`src/rtl/ins_step_sequencer_pkg.sv`:
```
// Shared constants for the instruction step sequencer: state encodings and parameter defaults.
package ins_step_sequencer_pkg;

  localparam int unsigned STATE_W = 3;

  localparam logic [STATE_W-1:0] ST_IDLE  = 3'd0;
  localparam logic [STATE_W-1:0] ST_FETCH = 3'd1;
  localparam logic [STATE_W-1:0] ST_EXEC  = 3'd2;
  localparam logic [STATE_W-1:0] ST_DONE  = 3'd3;
  localparam logic [STATE_W-1:0] ST_PAUSE = 3'd4;
  localparam logic [STATE_W-1:0] ST_HALT  = 3'd5;

  // Step index of DEF_STEP_W bits addresses DEF_NSTEP = 2**DEF_STEP_W execute steps.
  localparam int unsigned DEF_STEP_W = 5;
  localparam int unsigned DEF_NSTEP  = 1 << DEF_STEP_W;
  localparam int unsigned DEF_OPC_W  = 6;
  localparam int unsigned DEF_PC_W   = 32;
  localparam int unsigned DEF_PC_INC = 4;

  localparam logic [31:0] DEF_RESET_PC = 32'h0000_0000;
  localparam logic [5:0]  DEF_HALT_OPC = 6'b111111;

endpackage

```
`src/rtl/ins_step_sequencer_step_decoder.sv`:
```
// Binary step index to one-hot time-step vector; all-zero when not enabled.
module ins_step_sequencer_step_decoder #(
  parameter int unsigned STEP_W = 5
) (
  input  logic                     en,
  input  logic [STEP_W-1:0]        idx,
  output logic [(2**STEP_W)-1:0]   step
);

  always_comb begin
    step = '0;
    if (en) step[idx] = 1'b1;
  end

endmodule

```
`src/rtl/ins_step_sequencer.sv`:
```
// Autonomous fetch/execute sequencer: owns the PC, fetches, and walks one-hot execute steps.
module ins_step_sequencer
  import ins_step_sequencer_pkg::*;
#(
  parameter int unsigned      STEP_W   = DEF_STEP_W,
  parameter int unsigned      OPC_W    = DEF_OPC_W,
  parameter int unsigned      PC_W     = DEF_PC_W,
  parameter int unsigned      PC_INC   = DEF_PC_INC,
  parameter logic [PC_W-1:0]  RESET_PC = PC_W'(DEF_RESET_PC),
  parameter logic [OPC_W-1:0] HALT_OPC = OPC_W'(DEF_HALT_OPC)
) (
  input  logic                    i_clk,
  input  logic                    i_rst,
  input  logic                    i_run,
  input  logic                    i_step_mode,
  input  logic                    i_step_req,
  input  logic                    i_fetch_ack,
  input  logic [OPC_W-1:0]        i_opcode,
  input  logic [STEP_W:0]         i_ins_steps,
  input  logic                    i_branch_taken,
  input  logic [PC_W-1:0]         i_branch_target,
  output logic [PC_W-1:0]         o_pc,
  output logic                    o_fetch_req,
  output logic                    o_ir_we,
  output logic [(2**STEP_W)-1:0]  o_step,
  output logic [STEP_W-1:0]       o_step_idx,
  output logic                    o_ins_done,
  output logic                    o_busy,
  output logic                    o_halted,
  output logic [31:0]             o_ins_count
);

  localparam int unsigned NSTEP = 2**STEP_W;
  localparam int unsigned LEN_W = STEP_W + 1;

  logic [STATE_W-1:0] state, state_next;
  logic [LEN_W-1:0]   len_q, len_raw, len_eff;
  logic               step_zero, last_step, halt_hit, step_en;
  logic               br_taken_q;
  logic [PC_W-1:0]    br_target_q;

  // Zero-length instructions run one step; oversize lengths clamp to the step vector width.
  always_comb begin
    len_raw = i_ins_steps;
    if (i_ins_steps == '0) len_raw = LEN_W'(1);
    else if (i_ins_steps > LEN_W'(NSTEP)) len_raw = LEN_W'(NSTEP);
  end

  assign step_zero = (o_step_idx == '0);
  assign len_eff   = step_zero ? len_raw : len_q;
  assign last_step = ({1'b0, o_step_idx} == (len_eff - LEN_W'(1)));
  assign halt_hit  = (state == ST_EXEC) && step_zero && (i_opcode == HALT_OPC);

  always_ff @(posedge i_clk) begin
    if (i_rst) state <= ST_IDLE;
    else       state <= state_next;
  end

  always_comb begin
    state_next  = state;
    o_fetch_req = 1'b0;
    o_ir_we     = 1'b0;
    o_ins_done  = 1'b0;
    o_busy      = 1'b0;
    o_halted    = 1'b0;
    step_en     = 1'b0;
    case (state)
      ST_IDLE: if (i_run) state_next = ST_FETCH;
      ST_FETCH: begin
        o_fetch_req = 1'b1;
        o_busy      = 1'b1;
        o_ir_we     = i_fetch_ack;
        if (i_fetch_ack) state_next = ST_EXEC;
      end
      ST_EXEC: begin
        o_busy  = 1'b1;
        step_en = 1'b1;
        if (halt_hit)       state_next = ST_HALT;
        else if (last_step) state_next = ST_DONE;
      end
      ST_DONE: begin
        o_ins_done = 1'b1;
        if (i_step_mode) state_next = ST_PAUSE;
        else if (i_run)  state_next = ST_FETCH;
        else             state_next = ST_IDLE;
      end
      ST_PAUSE: begin
        if (i_step_req)       state_next = ST_FETCH;
        else if (!i_step_mode) state_next = i_run ? ST_FETCH : ST_IDLE;
      end
      ST_HALT: o_halted = 1'b1;
      default: state_next = ST_IDLE;
    endcase
  end

  // Step counter, length latch, branch capture, PC and retire counter.
  always_ff @(posedge i_clk) begin
    if (i_rst) begin
      o_pc        <= RESET_PC;
      o_step_idx  <= '0;
      o_ins_count <= '0;
      len_q       <= LEN_W'(1);
      br_taken_q  <= 1'b0;
      br_target_q <= '0;
    end else begin
      case (state)
        ST_FETCH: if (i_fetch_ack) o_step_idx <= '0;
        ST_EXEC: begin
          if (step_zero) len_q <= len_raw;
          if (!halt_hit) begin
            if (last_step) begin
              br_taken_q  <= i_branch_taken;
              br_target_q <= i_branch_target;
            end else begin
              o_step_idx <= o_step_idx + STEP_W'(1);
            end
          end
        end
        ST_DONE: begin
          o_pc <= br_taken_q ? br_target_q : o_pc + PC_W'(PC_INC);
          if (o_ins_count != '1) o_ins_count <= o_ins_count + 32'd1;
        end
        default: ;
      endcase
    end
  end

  ins_step_sequencer_step_decoder #(.STEP_W(STEP_W)) u_step_decoder (
    .en   (step_en),
    .idx  (o_step_idx),
    .step (o_step)
  );

endmodule

```
`config.mk`:
```
export PLATFORM = sky130hd
export DESIGN_NAME = ins_step_sequencer
export DESIGN_NICKNAME = d
export VERILOG_FILES = /design/src/rtl/ins_step_sequencer_pkg.sv /design/src/rtl/ins_step_sequencer_step_decoder.sv /design/src/rtl/ins_step_sequencer.sv
export SDC_FILE = /design/constraint.sdc
export NUM_CORES = 1
export LEC_CHECK = 0
export BUFFER_PORTS_ARGS = -buffer_cell sky130_fd_sc_hd__buf_4
export CORE_MARGIN = 3
export CORE_UTILIZATION = 53
export CTS_CLUSTER_SIZE = 10
export DETAILED_ROUTE_END_ITERATION = 8
export GPL_ROUTABILITY_DRIVEN = 0
export PLACE_DENSITY = 0.81
export SYNTH_ARGS = -nofsm -noshare
export SYNTH_HDL_FRONTEND = slang
export SYNTH_SLANG_ARGS = --single-unit
```
`constraint.sdc`:
```
create_clock -name i_clk -period 3.1 [get_ports i_clk]
set_input_delay 0.155 -clock i_clk [delete_from_list [all_inputs] [get_ports i_clk]]
set_output_delay 0.155 -clock i_clk [all_outputs]
set_load 0.03 [all_outputs]
```
==> results.sh, run 1 <==
export IMPL_power_density_nw_per_um2=391
export IMPL_async_flop_share_pct=0
export IMPL_p_sw_share_pct=30.3
export IMPL_nets=936
export IMPL_setup_viol=0
export IMPL_ys_ff_latch=111
export IMPL_clock_skew_ns=0.0113
export IMPL_power_switching_mw=0.901
export IMPL_finalHoldViolCount=0
export IMPL_wire_per_inst_um=15.9
export IMPL_slew_viol_final=0
export IMPL_cts_tree="yes"
export IMPL_chipHeight_um=111
export IMPL_hp_class="in2reg"
export IMPL_n_antenna_cell=0
export IMPL_fin_util_pct=72.7
export IMPL_grt_pass1_wl_um=25700
export IMPL_track_usage_pct=24.7
export IMPL_fp_coreArea_um2=10500
export IMPL_cp_arrival_ns=3.30
export IMPL_run_status="complete, no violations"
export IMPL_maxSlewHeadroom_pct=25.7
export IMPL_wirelength_um=16200
export IMPL_ys_warn_count=0
export IMPL_intPower_mw=2.07
export IMPL_yosys_area_top_type_share_pct=38.4
export IMPL_syn_num_nets=762
export IMPL_criticalPathCategory="reg2reg"
export IMPL_crit_slowest_cell="or4b_4"
export IMPL_fin_crit_ns=3.06
export IMPL_setup_ws_ns=0.0439
export IMPL_dr_wl_met3_um=1190
export IMPL_path_clk_slew_ns=0.10
export IMPL_start_kind="flop"
export IMPL_seqCellArea_um2=2230
export IMPL_design_area_um2=7600
export IMPL_multi_input_area_um2=3340
export IMPL_cts_max_level=3
export IMPL_dp_cells=971
export IMPL_postRouteAntennaNets=0
export IMPL_drt_pass1_iter_count=5
export IMPL_clock_fmax_mhz=327
export IMPL_synth_top_area_cell="dfxtp_1"
export IMPL_cts_buffers=9
export IMPL_crit_chain="inv_2 > ha_4 > or4b_4 > a21oi_2 > ha_4 > xor2_4 > xnor2_2 > a2111oi_4 > nand4b_1 > buf_6 > buf_6 > mux2i_1 > nor2_1"
export IMPL_fp_row_count=37
export IMPL_peakVddDrop_mv=0.377
export IMPL_post_dp_hpwl_um=10900
export IMPL_fin_cells=1019
export IMPL_netlist_area_um2=5790
export IMPL_fin_setup_tns_ns=0
export IMPL_cap_viol_max_count=0
export IMPL_post_place_ws_ns=0.0881
export IMPL_insertion_delay_ns=0.38
export IMPL_rrSetupSlack_ns=0.04
export IMPL_dieArea_um2=12200
export IMPL_nFillCells=827
export IMPL_endpoint_kind="flop"
export IMPL_p_total_mw=2.97
export IMPL_fin_crit_sh_pct=98.6
export IMPL_cts_sinks=111
export IMPL_die_w_um=111
export IMPL_rsz0062_at_grt="yes"
export IMPL_io_buffers=156
export IMPL_syn2layout_area_growth_pct=31.4
export IMPL_route_met2_wl_um=7890
export IMPL_leakagePower_nw=3.35
export IMPL_antenna_found_initial=0
export IMPL_highest_layer="met4"
export IMPL_pwr_share_comb_pct=20.5
export IMPL_num_io_pins=157
export IMPL_dpl_cell_area_um2=7020
export IMPL_drcViolationCount=0
export IMPL_ys_seq_area_share_pct=38.4
export IMPL_synth_edff_count=0
export IMPL_power_frac_seq_pct=51.7
export IMPL_syn_avg_cell_area_um2=8.22
export IMPL_grt_overflow_total=0
export IMPL_vias=5867
export IMPL_m1WireLength_um=6970
export IMPL_drive_gt1_share_pct=24.7
export IMPL_ctsLongestPathBuffers=2
export IMPL_grt_max_degree=80
export IMPL_synth_area_top_cells="dfxtp_1 (38%), nor2_1 (10%), mux2i_1 (8.5%), a21oi_1 (3.2%), nand3_1 (2.8%)"
export IMPL_synth_cell_types=62
export IMPL_cp_required_ns=3.35
export IMPL_synth_flop_cell="dfxtp_1"
export IMPL_cts_root_buf="clkbuf_8"
export IMPL_synth_cells=704
export IMPL_first_iter_violations=504
export IMPL_hold_ws_ns=0.0271
export IMPL_tightest_slew_ns=1.11
export IMPL_viasPerCell=5.76
export IMPL_grt_pass1_vias=5416
export IMPL_start_util_pct=55.3
export IMPL_crit_fanout=8
export IMPL_power_frac_clock_pct=27.8
export IMPL_max_stage_delay_ns=0.50
-- repair_timing --
| item | 4_1_cts | 5_1_grt |
|---|---|---|
| setup endpoints to repair | 0 | 37 |
| gates resized for setup | 0 | 20 |
| hold buffers | 25 | 1 |
| endpoints found under the hold margin | 25 | 1 |
| setup buffers | 0 | 3 |
-- flip-flops by register name, summed over array words and instances, names as in the netlist --
| name | cells |
|---|---|
| br_taken_q | 1 |
| br_target_q | 32 |
| len_q | 6 |
| o_ins_count | 32 |
| o_pc | 32 |
| o_step_idx | 5 |
| state | 3 |
-- power groups by stage --
stage | sequential (mW) | combinational (mW) | clock [mW]
3_5_place_dp | 1.57 | 0.541 | 0
5_1_grt | 1.55 | 0.658 | 0.917
2_1_floorplan | 1.62 | 0.298 | 0
3_3_place_gp | 1.56 | 0.526 | 0
4_1_cts | 1.53 | 0.569 | 0.850
6_report | 1.54 | 0.610 | 0.826
-- cells in the mapped netlist, types with 16 or more instances --
library cell,number
nor3_1,19
inv_1,17
mux2i_1,49
nand3_1,32
clkbuf_1,25
a21oi_1,37
dfxtp_1,111
nand2_1,40
nor2_1,154
o21ai_0,18
or3_1,18
a221oi_1,16
-- routing by layer --
| layer | up-vias | global-route usage, % |
|---|---|---|
| li1 | 2849 | - |
| met4 | 0 | 5.67 |
| met3 | 15 | 6.90 |
| met1 | 2774 | 30.6 |
| met2 | 229 | 42.5 |
| met5 | - | 0 |
-- area by class of cell --
| cell class | count | share of cell area (%) |
|---|---|---|
| clock inverters | 6 | 0.592 |
| clock buffers | 10 | 1.81 |
| well taps | 136 | 2.24 |
| multi-input cells | 537 | 43.9 |
| inverters | 17 | 0.839 |
| repair buffers | 202 | 21.3 |
| flip-flops and latches | 111 | 29.3 |
-- critical path: cells and delay by family (launching register included) --
family | cells | cell delay [ns]
AO/OA/AOI/OAI | 2 | 0.57
XOR/XNOR | 2 | 0.26
flip-flops | 1 | 0.34
multiplexers | 1 | 0.18
AND/OR/NAND/NOR | 3 | 0.79
adder cells (fa/ha/maj) | 2 | 0.34
buffers and inverters | 3 | 0.44
-- logic make-up (layout without fill, tap and decap cells) --
kind of cell / count (synthesis) / in the layout / synth area share (%)
multiplexers: 51 / 51 / 8.86
AND/OR/NAND/NOR: 336 / 336 / 28.4
AO/OA/AOI/OAI: 115 / 115 / 13.4
flip-flops: 111 / 111 / 38.4
XOR/XNOR: 28 / 28 / 4.37
buffers and inverters: 56 / 235 / 5.10
adder cells (fa/ha/maj): 7 / 7 / 1.51
-- final timing paths --
path	from	endpoint	cells after the start
max reg2reg	o_step_idx[0]	br_target_q[16]	13
min reg2reg	br_target_q[0]	o_pc[0]	2
max	o_step_idx[0]	br_target_q[16]	13
min	i_branch_target[27]	br_target_q[27]	3
-- cell usage in the layout (no fill, tap or decap), types with 4 or more instances in the layout --
master | netlist | layout
nor2_1 | 154 | 153
ha_1 | 7 | 5
a21oi_1 | 37 | 36
inv_1 | 17 | 15
nand3_1 | 32 | 32
o21a_1 | 4 | 4
a211oi_1 | 6 | 6
nor3_1 | 19 | 19
a2111oi_0 | 6 | 6
o21ai_0 | 18 | 18
mux2i_1 | 49 | 49
nor4_1 | 5 | 5
dlygate4sd3_1 | 0 | 26
clkbuf_8 | 0 | 10
xor2_1 | 14 | 13
or3_1 | 18 | 18
nand2_1 | 40 | 39
a31oi_1 | 4 | 4
xnor2_1 | 13 | 12
or4_1 | 5 | 5
buf_4 | 0 | 171
a221oi_1 | 16 | 16
and3_1 | 13 | 13
a22oi_1 | 5 | 5
dfxtp_1 | 111 | 108
and4_1 | 6 | 6
nand4_1 | 14 | 14
nor2b_1 | 5 | 5
Power figures use the tool's default switching activity.
==> run 2, diff against run 1 <==
CORE_UTILIZATION = 48   (was 53)
PLACE_DENSITY = 0.77   (was 0.81)
clock period = 2.5 ns   (was 3.1 ns; I/O delays follow)
==> results.sh, run 2 (synthesized netlist as in run 1, its figures left out) <==
export IMPL_pwr_share_comb_pct=20.3
export IMPL_cap_viol_max_count=0
export IMPL_r2r_start="o_step_idx[0]"
export IMPL_startpoint="o_step_idx[0]"
export IMPL_hold_ws_ns=0.00574
export IMPL_reg2reg_to="br_target_q[24]"
export IMPL_p_sw_share_pct=27.8
export IMPL_power_frac_seq_pct=45.8
export IMPL_num_io_pins=157
export IMPL_cts_max_level=3
export IMPL_final_common_cell="buf_4"
export IMPL_nets=947
export IMPL_cts_tree="yes"
export IMPL_insertion_delay_ns=0.35
export IMPL_cts_sinks=111
export IMPL_start_util_pct=49.8
export IMPL_maxSlewHeadroom_pct=42.6
export IMPL_drive_gt1_share_pct=28.3
export IMPL_ctsLongestPathBuffers=2
export IMPL_io_buffers=156
export IMPL_grt_overflow_total=0
export IMPL_fin_crit_sh_pct=113
export IMPL_wirelength_um=16600
export IMPL_p_total_mw=4.15
export IMPL_violations="negative setup slack"
export IMPL_vias=5872
export IMPL_die_w_um=116
export IMPL_top_regs="br_target_q x32, o_ins_count x32, o_pc x32"
export IMPL_cp_arrival_ns=3.03
export IMPL_fp_row_count=39
export IMPL_run_status="finished with violations"
export IMPL_grt_max_degree=85
export IMPL_slew_viol_final=0
export IMPL_fp_coreArea_um2=11600
export IMPL_chipHeight_um=116
export IMPL_antenna_found_initial=0
export IMPL_track_usage_pct=24.4
export IMPL_drcViolationCount=0
export IMPL_peakVddDrop_mv=0.351
export IMPL_rrSetupSlack_ns=-0.33
export IMPL_endpoint_kind="flop"
export IMPL_clock_skew_ns=0.00919
export IMPL_syn2layout_area_growth_pct=35.8
export IMPL_crit_end="br_target_q[24]"
export IMPL_start_kind="flop"
export IMPL_criticalPathCategory="reg2reg"
export IMPL_cp_required_ns=2.70
export IMPL_final_cell_mix="buf_4 (201), nor2_1 (152), dfxtp_1 (106)"
export IMPL_n_antenna_cell=0
export IMPL_rsz0062_at_grt="yes"
export IMPL_path_clk_slew_ns=0.07
export IMPL_grt_pass1_vias=5474
export IMPL_power_switching_mw=1.15
export IMPL_hp_class="in2reg"
export IMPL_seqCellArea_um2=2240
export IMPL_finalHoldViolCount=0
export IMPL_intPower_mw=2.99
export IMPL_viasPerCell=5.67
export IMPL_nFillCells=970
export IMPL_first_iter_violations=472
export IMPL_wire_per_inst_um=16.1
export IMPL_setup_viol=40
export IMPL_crit_fanout=5
export IMPL_holdCritStartpoint="i_branch_target[9]"
export IMPL_tightest_slew_ns=0.861
export IMPL_dieArea_um2=13400
export IMPL_cts_buffers=9
export IMPL_drt_pass1_iter_count=5
export IMPL_setup_ws_ns=-0.334
export IMPL_postRouteAntennaNets=0
export IMPL_leakagePower_nw=3.50
export IMPL_clock_fmax_mhz=353
export IMPL_cts_root_buf="clkbuf_16"
export IMPL_multi_input_area_um2=3380
export IMPL_power_frac_clock_pct=33.9
export IMPL_fin_crit_ns=2.83
export IMPL_rr_worst_depth=13
export IMPL_grt_pass1_wl_um=26400
export IMPL_post_dp_hpwl_um=11400
export IMPL_power_density_nw_per_um2=528
## run 2: worst min path at each step
stage,end,slack [ns],cells past startpoint
after floorplan,br_taken_q,0.27,2
after global placement,br_target_q[1],0.35,3
after detailed placement,br_target_q[25],0.37,3
after CTS,br_target_q[6],0.0004,3
after global routing,br_target_q[0],0.005,3
final,br_target_q[9],0.006,3
## run 2: final cells by class
cell class                 instances  area share [%]
inverter                          17           0.875
timing repair buffer             213            21.9
sequential                       111            28.4
clock buffer                      12            3.01
tap                              143            2.28
clock inverter                     3           0.557
multi-input combinational        537            43.0
## run 2: metal layers
metal / GRT usage, % / share of wire [%] / vias up
met2: 41.2 / 49 / 206
met1: 31.5 / 42 / 2781
met4: 5.80 / 1.3 / 0
met3: 6.16 / 7.3 / 17
met5: 0 / 0 / -
li1: - / - / 2868
## run 2: power groups by stage
stage	registers, mW	clock network, mW	logic [mW]
after global routing	1.91	1.50	0.903
final	1.90	1.40	0.842
after floorplan	2.01	0	0.375
after CTS	1.90	1.44	0.806
after detailed placement	1.94	0	0.720
after global placement	1.93	0	0.702
## run 2: repair_timing
| item | 4_1_cts | 5_1_grt |
|---|---|---|
| gates resized for setup | 17 | 3 |
| hold endpoints to repair | 2 | 1 |
| hold buffers | 2 | 1 |
| setup endpoints to repair | 40 | 40 |
| setup buffers | 8 | 4 |
| pin swaps | 14 | 3 |
| gates cloned | 3 | 1 |
## run 2: metrics by stage
step / setup slack [ns] / std cells / area [um2] / util, % / TNS (ns)
after floorplan: -0.357 / 704 / 5830 / - / -12.40
after global placement: -0.295 / 1003 / 7260 / 62.6 / -10.97
after detailed placement: -0.422 / 1003 / 7260 / 62.6 / -14.36
after CTS: -0.281 / 1030 / 7780 / 67.0 / -9.31
after global routing: -0.455 / 1036 / 7860 / 67.7 / -16.64
final: -0.334 / 1036 / 7860 / 67.7 / -12.07
## run 2: critical path, cell delays in order, from the launching register on
cell and delay [ns]:
dfxtp_4 0.36, inv_4 0.06, ha_4 0.13, or4b_4 0.51, nand2_4 0.08, and2_4 0.15
ha_4 0.21, xnor2_4 0.15, a2111oi_4 0.31, nand4b_1 0.15, buf_6 0.20, buf_12 0.15
mux2i_1 0.16, nor2_1 0.06
